$ cat config.mk
export PLATFORM = sky130hd
export DESIGN_NAME = alu_share_arbiter_flat
export DESIGN_NICKNAME = d
export VERILOG_FILES = /design/src/rtl/alu_share_arbiter_if.sv /design/src/rtl/alu_share_arbiter.sv /design/src/flat_wrapper.sv
export SDC_FILE = /design/constraint.sdc
export NUM_CORES = 1
export LEC_CHECK = 0
export CORE_MARGIN = 2
export CORE_UTILIZATION = 31
export DETAILED_ROUTE_END_ITERATION = 12
export PLACE_DENSITY_LB_ADDON = 0.12
export REMOVE_ABC_BUFFERS = 1
export SYNTH_ARGS = -nofsm -noshare
export SYNTH_HDL_FRONTEND = slang
export SYNTH_SLANG_ARGS = --single-unit
$ cat constraint.sdc
create_clock -name clk -period 4.55 [get_ports clk]
set_input_delay 0.6825 -clock clk [delete_from_list [all_inputs] [get_ports clk]]
set_output_delay 0.6825 -clock clk [all_outputs]
set_load 0.03 [all_outputs]
$ cat src/rtl/alu_share_arbiter_if.sv
// Bundles both requester channels, the ALU operand/result path and the tagged
// response channel shared by alu_share_arbiter.
interface alu_share_arbiter_if #(
    parameter int WIDTH = 32
);
    logic             req0_valid;
    logic             req0_ready;
    logic [WIDTH-1:0] req0_a;
    logic [WIDTH-1:0] req0_b;
    logic [2:0]       req0_op;

    logic             req1_valid;
    logic             req1_ready;
    logic [WIDTH-1:0] req1_a;
    logic [WIDTH-1:0] req1_b;
    logic [2:0]       req1_op;

    logic [WIDTH-1:0] alu_a;
    logic [WIDTH-1:0] alu_b;
    logic [2:0]       alu_control;
    logic [WIDTH-1:0] alu_result;
    logic             alu_zero;

    logic             rsp_valid;
    logic             rsp_ready;
    logic [WIDTH-1:0] rsp_result;
    logic             rsp_zero;
    logic             rsp_id;
    logic             rsp_illegal;

    logic             busy;

    // Arbiter side.
    modport slave (
        input  req0_valid, req0_a, req0_b, req0_op,
        output req0_ready,
        input  req1_valid, req1_a, req1_b, req1_op,
        output req1_ready,
        output alu_a, alu_b, alu_control,
        input  alu_result, alu_zero,
        output rsp_valid, rsp_result, rsp_zero, rsp_id, rsp_illegal,
        input  rsp_ready,
        output busy
    );

    // Requester / ALU / consumer side.
    modport master (
        output req0_valid, req0_a, req0_b, req0_op,
        input  req0_ready,
        output req1_valid, req1_a, req1_b, req1_op,
        input  req1_ready,
        input  alu_a, alu_b, alu_control,
        output alu_result, alu_zero,
        input  rsp_valid, rsp_result, rsp_zero, rsp_id, rsp_illegal,
        output rsp_ready,
        input  busy
    );
endinterface

$ cat src/rtl/alu_share_arbiter.sv
// Round-robin sharing of one combinational ALU between two requesters, one
// operation in flight, result returned on a single response channel tagged by ID.
module alu_share_arbiter #(
    parameter int WIDTH    = 32,
    parameter bit CHECK_OP = 1'b1
) (
    input  logic               clk,
    input  logic               reset_n,
    alu_share_arbiter_if.slave bus
);

    typedef enum logic [1:0] {
        ST_IDLE = 2'd0,
        ST_EXEC = 2'd1,
        ST_RESP = 2'd2
    } state_e;

    state_e state_q, state_d;

    logic [1:0]       req_valid;
    logic [WIDTH-1:0] req_a  [2];
    logic [WIDTH-1:0] req_b  [2];
    logic [2:0]       req_op [2];
    logic [1:0]       grant;
    logic [1:0]       grant_ready;

    logic             last_grant_q;
    logic [WIDTH-1:0] opa_q;
    logic [WIDTH-1:0] opb_q;
    logic [2:0]       opc_q;
    logic             opid_q;

    logic [WIDTH-1:0] rsp_result_q;
    logic             rsp_zero_q;
    logic             rsp_id_q;
    logic             rsp_illegal_q;

    logic accept;
    logic capture;
    logic win_id;
    logic op_illegal;

    assign req_valid = {bus.req1_valid, bus.req0_valid};
    assign req_a[0]  = bus.req0_a;
    assign req_a[1]  = bus.req1_a;
    assign req_b[0]  = bus.req0_b;
    assign req_b[1]  = bus.req1_b;
    assign req_op[0] = bus.req0_op;
    assign req_op[1] = bus.req1_op;

    // A port wins when it is alone, or on a tie when it was not granted last.
    // Ready is additionally masked by reset so nothing handshakes while held.
    generate
        for (genvar gi = 0; gi < 2; gi++) begin : g_grant
            assign grant[gi] = req_valid[gi] &
                               (~req_valid[1-gi] | (last_grant_q != 1'(gi)));
            assign grant_ready[gi] = grant[gi] & (state_q == ST_IDLE) & reset_n;
        end
    endgenerate

    assign bus.req0_ready = grant_ready[0];
    assign bus.req1_ready = grant_ready[1];
    assign win_id         = grant[1];

    always_comb begin
        op_illegal = 1'b0;
        if (CHECK_OP) begin
            case (opc_q)
                3'b010, 3'b110, 3'b000, 3'b001, 3'b111: op_illegal = 1'b0;
                default:                                op_illegal = 1'b1;
            endcase
        end
    end

    always_ff @(posedge clk or negedge reset_n) begin
        if (!reset_n) begin
            state_q <= ST_IDLE;
        end else begin
            state_q <= state_d;
        end
    end

    always_comb begin
        state_d       = state_q;
        accept        = 1'b0;
        capture       = 1'b0;
        bus.rsp_valid = 1'b0;
        bus.busy      = 1'b1;
        case (state_q)
            ST_IDLE: begin
                bus.busy = 1'b0;
                if (|grant_ready) begin
                    accept  = 1'b1;
                    state_d = ST_EXEC;
                end
            end
            ST_EXEC: begin
                capture = 1'b1;
                state_d = ST_RESP;
            end
            ST_RESP: begin
                bus.rsp_valid = 1'b1;
                if (bus.rsp_ready) begin
                    state_d = ST_IDLE;
                end
            end
            default: begin
                state_d = ST_IDLE;
            end
        endcase
    end

    always_ff @(posedge clk or negedge reset_n) begin
        if (!reset_n) begin
            last_grant_q <= 1'b1;
            opa_q        <= '0;
            opb_q        <= '0;
            opc_q        <= '0;
            opid_q       <= 1'b0;
        end else if (accept) begin
            last_grant_q <= win_id;
            opa_q        <= req_a[win_id];
            opb_q        <= req_b[win_id];
            opc_q        <= req_op[win_id];
            opid_q       <= win_id;
        end
    end

    // An illegal code discards whatever the ALU produced for it.
    always_ff @(posedge clk or negedge reset_n) begin
        if (!reset_n) begin
            rsp_result_q  <= '0;
            rsp_zero_q    <= 1'b0;
            rsp_id_q      <= 1'b0;
            rsp_illegal_q <= 1'b0;
        end else if (capture) begin
            rsp_result_q  <= op_illegal ? '0 : bus.alu_result;
            rsp_zero_q    <= op_illegal ? 1'b1 : bus.alu_zero;
            rsp_id_q      <= opid_q;
            rsp_illegal_q <= op_illegal;
        end
    end

    // ALU inputs come straight from the operand registers, so they only move
    // when a new operation is accepted.
    assign bus.alu_a       = opa_q;
    assign bus.alu_b       = opb_q;
    assign bus.alu_control = opc_q;

    assign bus.rsp_result  = rsp_result_q;
    assign bus.rsp_zero    = rsp_zero_q;
    assign bus.rsp_id      = rsp_id_q;
    assign bus.rsp_illegal = rsp_illegal_q;

endmodule
$ cat src/flat_wrapper.sv
// flat-port wrapper written by rule: the top's interface ports become plain ports
module alu_share_arbiter_flat 
#(
    parameter int WIDTH    = 32,
    parameter bit CHECK_OP = 1'b1
)
  (clk, reset_n, bus_req0_valid, bus_req0_a, bus_req0_b, bus_req0_op, bus_req0_ready, bus_req1_valid, bus_req1_a, bus_req1_b, bus_req1_op, bus_req1_ready, bus_alu_a, bus_alu_b, bus_alu_control, bus_alu_result, bus_alu_zero, bus_rsp_valid, bus_rsp_result, bus_rsp_zero, bus_rsp_id, bus_rsp_illegal, bus_rsp_ready, bus_busy);
  alu_share_arbiter_if #(.WIDTH(WIDTH)) bus_i ();
  input  logic clk;
  input  logic reset_n;
  input wire logic [$bits(bus_i.req0_valid)-1:0] bus_req0_valid;
  input wire logic [$bits(bus_i.req0_a)-1:0] bus_req0_a;
  input wire logic [$bits(bus_i.req0_b)-1:0] bus_req0_b;
  input wire logic [$bits(bus_i.req0_op)-1:0] bus_req0_op;
  output wire logic [$bits(bus_i.req0_ready)-1:0] bus_req0_ready;
  input wire logic [$bits(bus_i.req1_valid)-1:0] bus_req1_valid;
  input wire logic [$bits(bus_i.req1_a)-1:0] bus_req1_a;
  input wire logic [$bits(bus_i.req1_b)-1:0] bus_req1_b;
  input wire logic [$bits(bus_i.req1_op)-1:0] bus_req1_op;
  output wire logic [$bits(bus_i.req1_ready)-1:0] bus_req1_ready;
  output wire logic [$bits(bus_i.alu_a)-1:0] bus_alu_a;
  output wire logic [$bits(bus_i.alu_b)-1:0] bus_alu_b;
  output wire logic [$bits(bus_i.alu_control)-1:0] bus_alu_control;
  input wire logic [$bits(bus_i.alu_result)-1:0] bus_alu_result;
  input wire logic [$bits(bus_i.alu_zero)-1:0] bus_alu_zero;
  output wire logic [$bits(bus_i.rsp_valid)-1:0] bus_rsp_valid;
  output wire logic [$bits(bus_i.rsp_result)-1:0] bus_rsp_result;
  output wire logic [$bits(bus_i.rsp_zero)-1:0] bus_rsp_zero;
  output wire logic [$bits(bus_i.rsp_id)-1:0] bus_rsp_id;
  output wire logic [$bits(bus_i.rsp_illegal)-1:0] bus_rsp_illegal;
  input wire logic [$bits(bus_i.rsp_ready)-1:0] bus_rsp_ready;
  output wire logic [$bits(bus_i.busy)-1:0] bus_busy;
  assign bus_i.req0_valid = bus_req0_valid;
  assign bus_i.req0_a = bus_req0_a;
  assign bus_i.req0_b = bus_req0_b;
  assign bus_i.req0_op = bus_req0_op;
  assign bus_req0_ready = bus_i.req0_ready;
  assign bus_i.req1_valid = bus_req1_valid;
  assign bus_i.req1_a = bus_req1_a;
  assign bus_i.req1_b = bus_req1_b;
  assign bus_i.req1_op = bus_req1_op;
  assign bus_req1_ready = bus_i.req1_ready;
  assign bus_alu_a = bus_i.alu_a;
  assign bus_alu_b = bus_i.alu_b;
  assign bus_alu_control = bus_i.alu_control;
  assign bus_i.alu_result = bus_alu_result;
  assign bus_i.alu_zero = bus_alu_zero;
  assign bus_rsp_valid = bus_i.rsp_valid;
  assign bus_rsp_result = bus_i.rsp_result;
  assign bus_rsp_zero = bus_i.rsp_zero;
  assign bus_rsp_id = bus_i.rsp_id;
  assign bus_rsp_illegal = bus_i.rsp_illegal;
  assign bus_i.rsp_ready = bus_rsp_ready;
  assign bus_busy = bus_i.busy;
  alu_share_arbiter #(.WIDTH(WIDTH), .CHECK_OP(CHECK_OP)) u_core (.clk(clk), .reset_n(reset_n), .bus(bus_i));
endmodule
==> results of run 1 <==
worst min-delay path by stage:
stage          slack (ns)  cells past startpoint              start              endpoint
6_report             0.28                      1            reset_n  u_core.bus.alu_b[20]
5_1_grt              0.30                      1            reset_n  u_core.bus.alu_b[20]
4_1_cts              0.28                      1            reset_n  u_core.bus.alu_b[20]
3_5_place_dp         0.46                      2      u_core.opid_q     u_core.bus.rsp_id
3_3_place_gp         0.46                      2  u_core.bus.rsp_id     u_core.bus.rsp_id
2_1_floorplan        0.39                      0            reset_n   u_core.bus.alu_a[0]
state kept, by name (all words and copies together) (netlist names):
name                    flops
u_core.bus.alu_a           32
u_core.bus.alu_b           32
u_core.bus.rsp_result      32
u_core.bus.alu_control      3
u_core.state_q              2
u_core.bus.rsp_id           1
u_core.bus.rsp_illegal      1
u_core.bus.rsp_zero         1
u_core.last_grant_q         1
u_core.opid_q               1
power by group through the flow:
stage	Combinational (mW)	Clock [mW]	Sequential, mW
global placement	2.57	0	1.62
CTS	2.60	0.790	1.62
global route	2.69	0.829	1.68
floorplan	0.586	0	2.39
detailed placement	2.60	0	1.62
finish	2.56	0.771	1.62
cells in the mapped netlist (all sizes together):
cell type,n,area share [%]
a21oi,1,0.11
a22o,33,6.4
and3b,1,0.20
buf,15,2.4
clkbuf,20,1.7
dfrtp,105,59
dfstp,1,0.59
inv,3,0.25
nand2,6,0.50
nand2b,2,0.28
nand3,1,0.22
nand4bb,1,0.61
nor2,4,0.33
nor2b,3,0.47
nor3,1,0.36
nor3b,1,0.42
o21a,1,0.20
o21ai,1,0.11
o221a,67,17
or2,1,0.14
or3,67,9.3
per-stage QoR:
stage	instances	setup WS (ns)	util, %
after floorplan	300	1.767	-
after global placement	763	1.558	52.55
after detailed placement	763	1.536	52.55
after CTS	779	1.532	54.70
after global routing	779	1.457	54.70
final	779	1.594	54.70
cells by family (layout without fill, tap and decap cells):
kind of cell / count (synthesis) / count (layout) / synth area share [%]
AOI/OAI and AO/OA: 103 / 103 / 23.67
buffers and inverters: 38 / 302 / 4.321
DFF: 106 / 106 / 59.13
and+or+nand+nor: 88 / 88 / 12.88
worst max-delay path: stages:
cell	delay (ns)
clkdlybuf4s50_1	0.56
nand4bb_4	0.12
nor2_1	0.14
clkdlybuf4s50_1	0.76
cell type report:
cell class | instances | area share [%]
repair buffers | 283 | 36.79
flip-flops and latches | 106 | 34.68
multi-input cells | 191 | 21.50
clock buffers | 13 | 3.663
well taps | 180 | 2.943
clock inverters | 3 | 0.2780
inverters | 3 | 0.1472
routing by layer:
| layer | track usage, % | routed length (um) |
|---|---|---|
| met1 | 24.18 | 6333 |
| met2 | 31.08 | 7152 |
| met3 | 6.529 | 1314 |
| met4 | 6.808 | 276 |
| met5 | 0 | 0 |
==> results.yml, run 1 <==
status:
  status: "finished, final reports clean"
critical_path:
  endpoint: "bus_req0_ready"
  cp_max_fo: 3
  cp.arrival_ns: 2.27
  crit_required_ns: 3.87
  r2r_end: "u_core.bus.rsp_zero"
  critPathLaunchType: "primary input"
  cp-startpoint: "bus_req0_valid"
  reg2reg_from: "u_core.state_q[1]"
  cp-end-kind: "primary output"
  rrSetupSlack_ns: 2.27
  crit_type: "primary input to primary output"
  r2r_cells: 4
global_routing:
  antenna_found_initial: 0
  grt_pass1_vias: 4205
  grt_pass1_wl_um: 23420
  grt_start_max_net_pins: 78
  grt_usage_pct: 19.28
  gr-total-overflow: 0
pwr:
  p_seq_share_pct: 32.7
  power_density_nw_per_um2: 647.4
  leakage_nw: 2.971
  switchingPower_mw: 1.966
  p_sw_share_pct: 39.68
  pwr-share-comb_pct: 51.8
  fin_total_pwr_mw: 4.954
  p_int_mw: 2.988
  clockPowerShare_pct: 15.6
  ir_drop_uv: 252.9
cts:
  postCtsSetupRepairBufs: 0
  clock_latency_ns: 0.35
  numCtsBuffers: 9
  htree_levels: 3
  cts_tree: "built"
  root_buffer: "clkbuf_16"
  clock-sinks: 106
  post_cts_resized: 0
  path_clk_slew_ns: 0.07
  clock_path_buffers: 2
  cts_hold_buffers: 0
placement:
  routabilityCongestion: 0.7483
  dpl_cell_area_um2: 7351
  portBuffers: 277
  post-dp-hpwl_um: 10640
finish:
  antenna_cells: 0
  final_cell_mix: "clkdlybuf4s50_1 (276), dfrtp_1 (105), or3_1 (67), o221a_2 (59), a22o_1 (33)"
  fin_area_um2: 7652
  nets: 766
  seqCellArea_um2: 2654
  final_common_cell: "clkdlybuf4s50_1"
  nFillCells: 1249
  syn2layout_area_growth_pct: 70.50
  multi_input_comb_area_um2: 1645
  drive_above_1_share_pct: 15.03
sta:
  rsz0062_at_grt: "no"
  timing.final.crit_share_pct: 64.96
  hold_ws_ns: 0.2779
  finalSetupViolCount: 0
  clock_skew_ns: 0.01226
  fmax_ghz: 0.3383
  setup_tns_ns: 0
  slew_headroom_pct: 16.15
  tightest_slew_ns: 1.254
  period_minus_slack_ns: 2.956
  final_max_slew_viol_count: 0
  hold_viol: 0
drt:
  drcViolationCount: 0
  wirelength_um: 15080
  vias_per_cell: 5.128
  via_count: 3995
  drtIter0Drc: 183
  wl_per_cell_um: 19.35
  first_pass_iters: 4
  ant_nets: 0
floorplan:
  die_h_um: 124.3
  die_area_um2: 15460
  ios: 278
  std_cell_rows: 43
  die_w_um: 124.3
  core_area_um2: 13990
  start_util_pct: 32.08
logic_synthesis:
  syn-cell-area_um2: 4488
  yosysSeqAreaShare_pct: 59.13
  syn-mean-instance-area_um2: 13.40
  yosys_warnings: 0
  ys_types: 25
  synth-seq-cells: 106
  syn_inst: 335
hold_path:
  hp-class: "primary input to async pin"
run:
  maxCapViolCount: 0
Power figures use the tool's default switching activity.
==> inputs of run 2 (changes only) <==
==> constraint.sdc (replaced) <==
create_clock -name clk -period 3.1 [get_ports clk]
set_input_delay 0.465 -clock clk [delete_from_list [all_inputs] [get_ports clk]]
set_output_delay 0.465 -clock clk [all_outputs]
set_load 0.03 [all_outputs]
==> results.yml, run 2 (synthesis results as in run 1) <==
pwr:
  clockPowerShare_pct: 14.5
  power_density_nw_per_um2: 943.2
  leakage_nw: 2.983
  p_int_mw: 4.332
  ir_drop_uv: 370.2
  switchingPower_mw: 2.887
  pwr-share-comb_pct: 52.6
  p_sw_share_pct: 40.00
  p_seq_share_pct: 32.9
cts:
  clock_latency_ns: 0.34
  clock_path_buffers: 2
  postCtsSetupRepairBufs: 0
  root_buffer: "clkbuf_16"
  path_clk_slew_ns: 0.07
  cts_tree: "built"
  numCtsBuffers: 9
  cts_hold_buffers: 0
  post_cts_resized: 0
  htree_levels: 3
  clock-sinks: 106
sta:
  rsz0062_at_grt: "no"
  fmax_ghz: 0.4310
  hold_ws_ns: 0.2871
  setup_tns_ns: 0
  timing.final.crit_share_pct: 74.84
  hold_viol: 0
  period_minus_slack_ns: 2.320
  tightest_slew_ns: 0.7389
  clock_skew_ns: 0.006097
  setup_ws_ns: 0.7801
  finalSetupViolCount: 0
  slew_headroom_pct: 50.74
  final_max_slew_viol_count: 0
floorplan:
  core_area_um2: 13990
  start_util_pct: 32.08
  die_w_um: 124.3
  std_cell_rows: 43
  die_area_um2: 15460
  die_h_um: 124.3
  ios: 278
finish:
  final_cell_mix: "clkdlybuf4s50_1 (274), dfrtp_1 (105), or3_1 (67), o221a_2 (59), a22o_1 (33)"
  finalNonFillerCells: 783
  final_common_cell: "clkdlybuf4s50_1"
  syn2layout_area_growth_pct: 70.53
  nets: 770
  drive_above_1_share_pct: 15.42
  antenna_cells: 0
placement:
  post-dp-hpwl_um: 11090
  dp_cells: 767
  dp_slack_ns: 0.6237
  portBuffers: 277
  routabilityCongestion: 0.7800
critical_path:
  crit_type: "primary input to primary output"
  r2r_cells: 4
  critPathLaunchType: "primary input"
  cp.arrival_ns: 1.85
  cp_max_fo: 38
  crit_required_ns: 2.63
  cp-end-kind: "primary output"
drt:
  drtIter0Drc: 217
  vias_per_cell: 5.139
  ant_nets: 0
  via_count: 4024
  wirelength_um: 15450
  wl_per_cell_um: 19.73
  first_pass_iters: 4
  drcViolationCount: 0
status:
  status: "finished, final reports clean"
global_routing:
  gr-total-overflow: 0
  grt_usage_pct: 19.86
  grt_pass1_wl_um: 24150
  antenna_found_initial: 0
  grt_pass1_vias: 4260
  grt_start_max_net_pins: 67
run:
  maxCapViolCount: 0
hold_path:
  hp-class: "primary input to async pin"
## run 2: cell types whose count changed in the layout (fill, tap and decap cells not counted), sizes merged
cell / delta
buf: +6
clkdlybuf4s50: -2
clkinv: +1
clkinvlp: -1
## run 2: metal layers
layer / up-vias / global-route usage (%) / share of wire, % / wire (um)
li1: 1852 / - / - / -
met1: 1954 / 25.26 / 42 / 6547
met2: 200 / 31.79 / 47 / 7290
met3: 18 / 6.143 / 8.4 / 1305
met4: 0 / 7.535 / 2.0 / 303
met5: - / 0 / 0 / 0
## run 2: final cells by class
| class | instances | area, um^2 |
|---|---|---|
| fill | 1237 | 6335 |
| sequential | 106 | 2654 |
| inverter | 3 | 11.26 |
| tap | 180 | 225.2 |
| timing repair buffer | 287 | 2853 |
| multi-input combinational | 191 | 1645 |
| clock buffer | 13 | 250.2 |
| clock inverter | 3 | 15.01 |
## run 2: path summary, 6_finish.rpt
path                                    from                   endpoint  slack, ns
setup / recovery              bus_req0_valid             bus_req0_ready       0.78
min in group clk           u_core.bus.rsp_id          u_core.bus.rsp_id       0.49
max in group asynchronous            reset_n  u_core.bus.rsp_result[11]       1.61
setup reg to reg           u_core.state_q[1]       u_core.bus.alu_b[14]       1.11
hold reg to reg            u_core.bus.rsp_id          u_core.bus.rsp_id       0.49
hold / removal                       reset_n        u_core.bus.alu_b[3]       0.29
## run 2: power groups by stage
stage          combinational [mW]  clock (mW)  sequential [mW]
6_report                     3.79        1.05             2.38
5_1_grt                      3.97        1.14             2.46
4_1_cts                      3.83        1.09             2.38
3_5_place_dp                 3.83           0             2.37
3_3_place_gp                 3.80           0             2.37
2_1_floorplan               0.861           0             3.51
## run 2: critical path: stages
cell and delay (ns):
clkdlybuf4s50_1 0.57, nand4bb_4 0.40, nor2_1 0.22, buf_4 0.19
## run 2: stage by stage
| stage | utilization [%] | total power, mW | instance area (um^2) |
|---|---|---|---|
| 2_1_floorplan | - | 4.372 | 4305 |
| 3_3_place_gp | 52.82 | 6.168 | 7388 |
| 3_5_place_dp | 52.82 | 6.205 | 7388 |
| 4_1_cts | 54.71 | 7.300 | 7654 |
| 5_1_grt | 54.71 | 7.575 | 7654 |
| 6_report | 54.71 | 7.219 | 7654 |
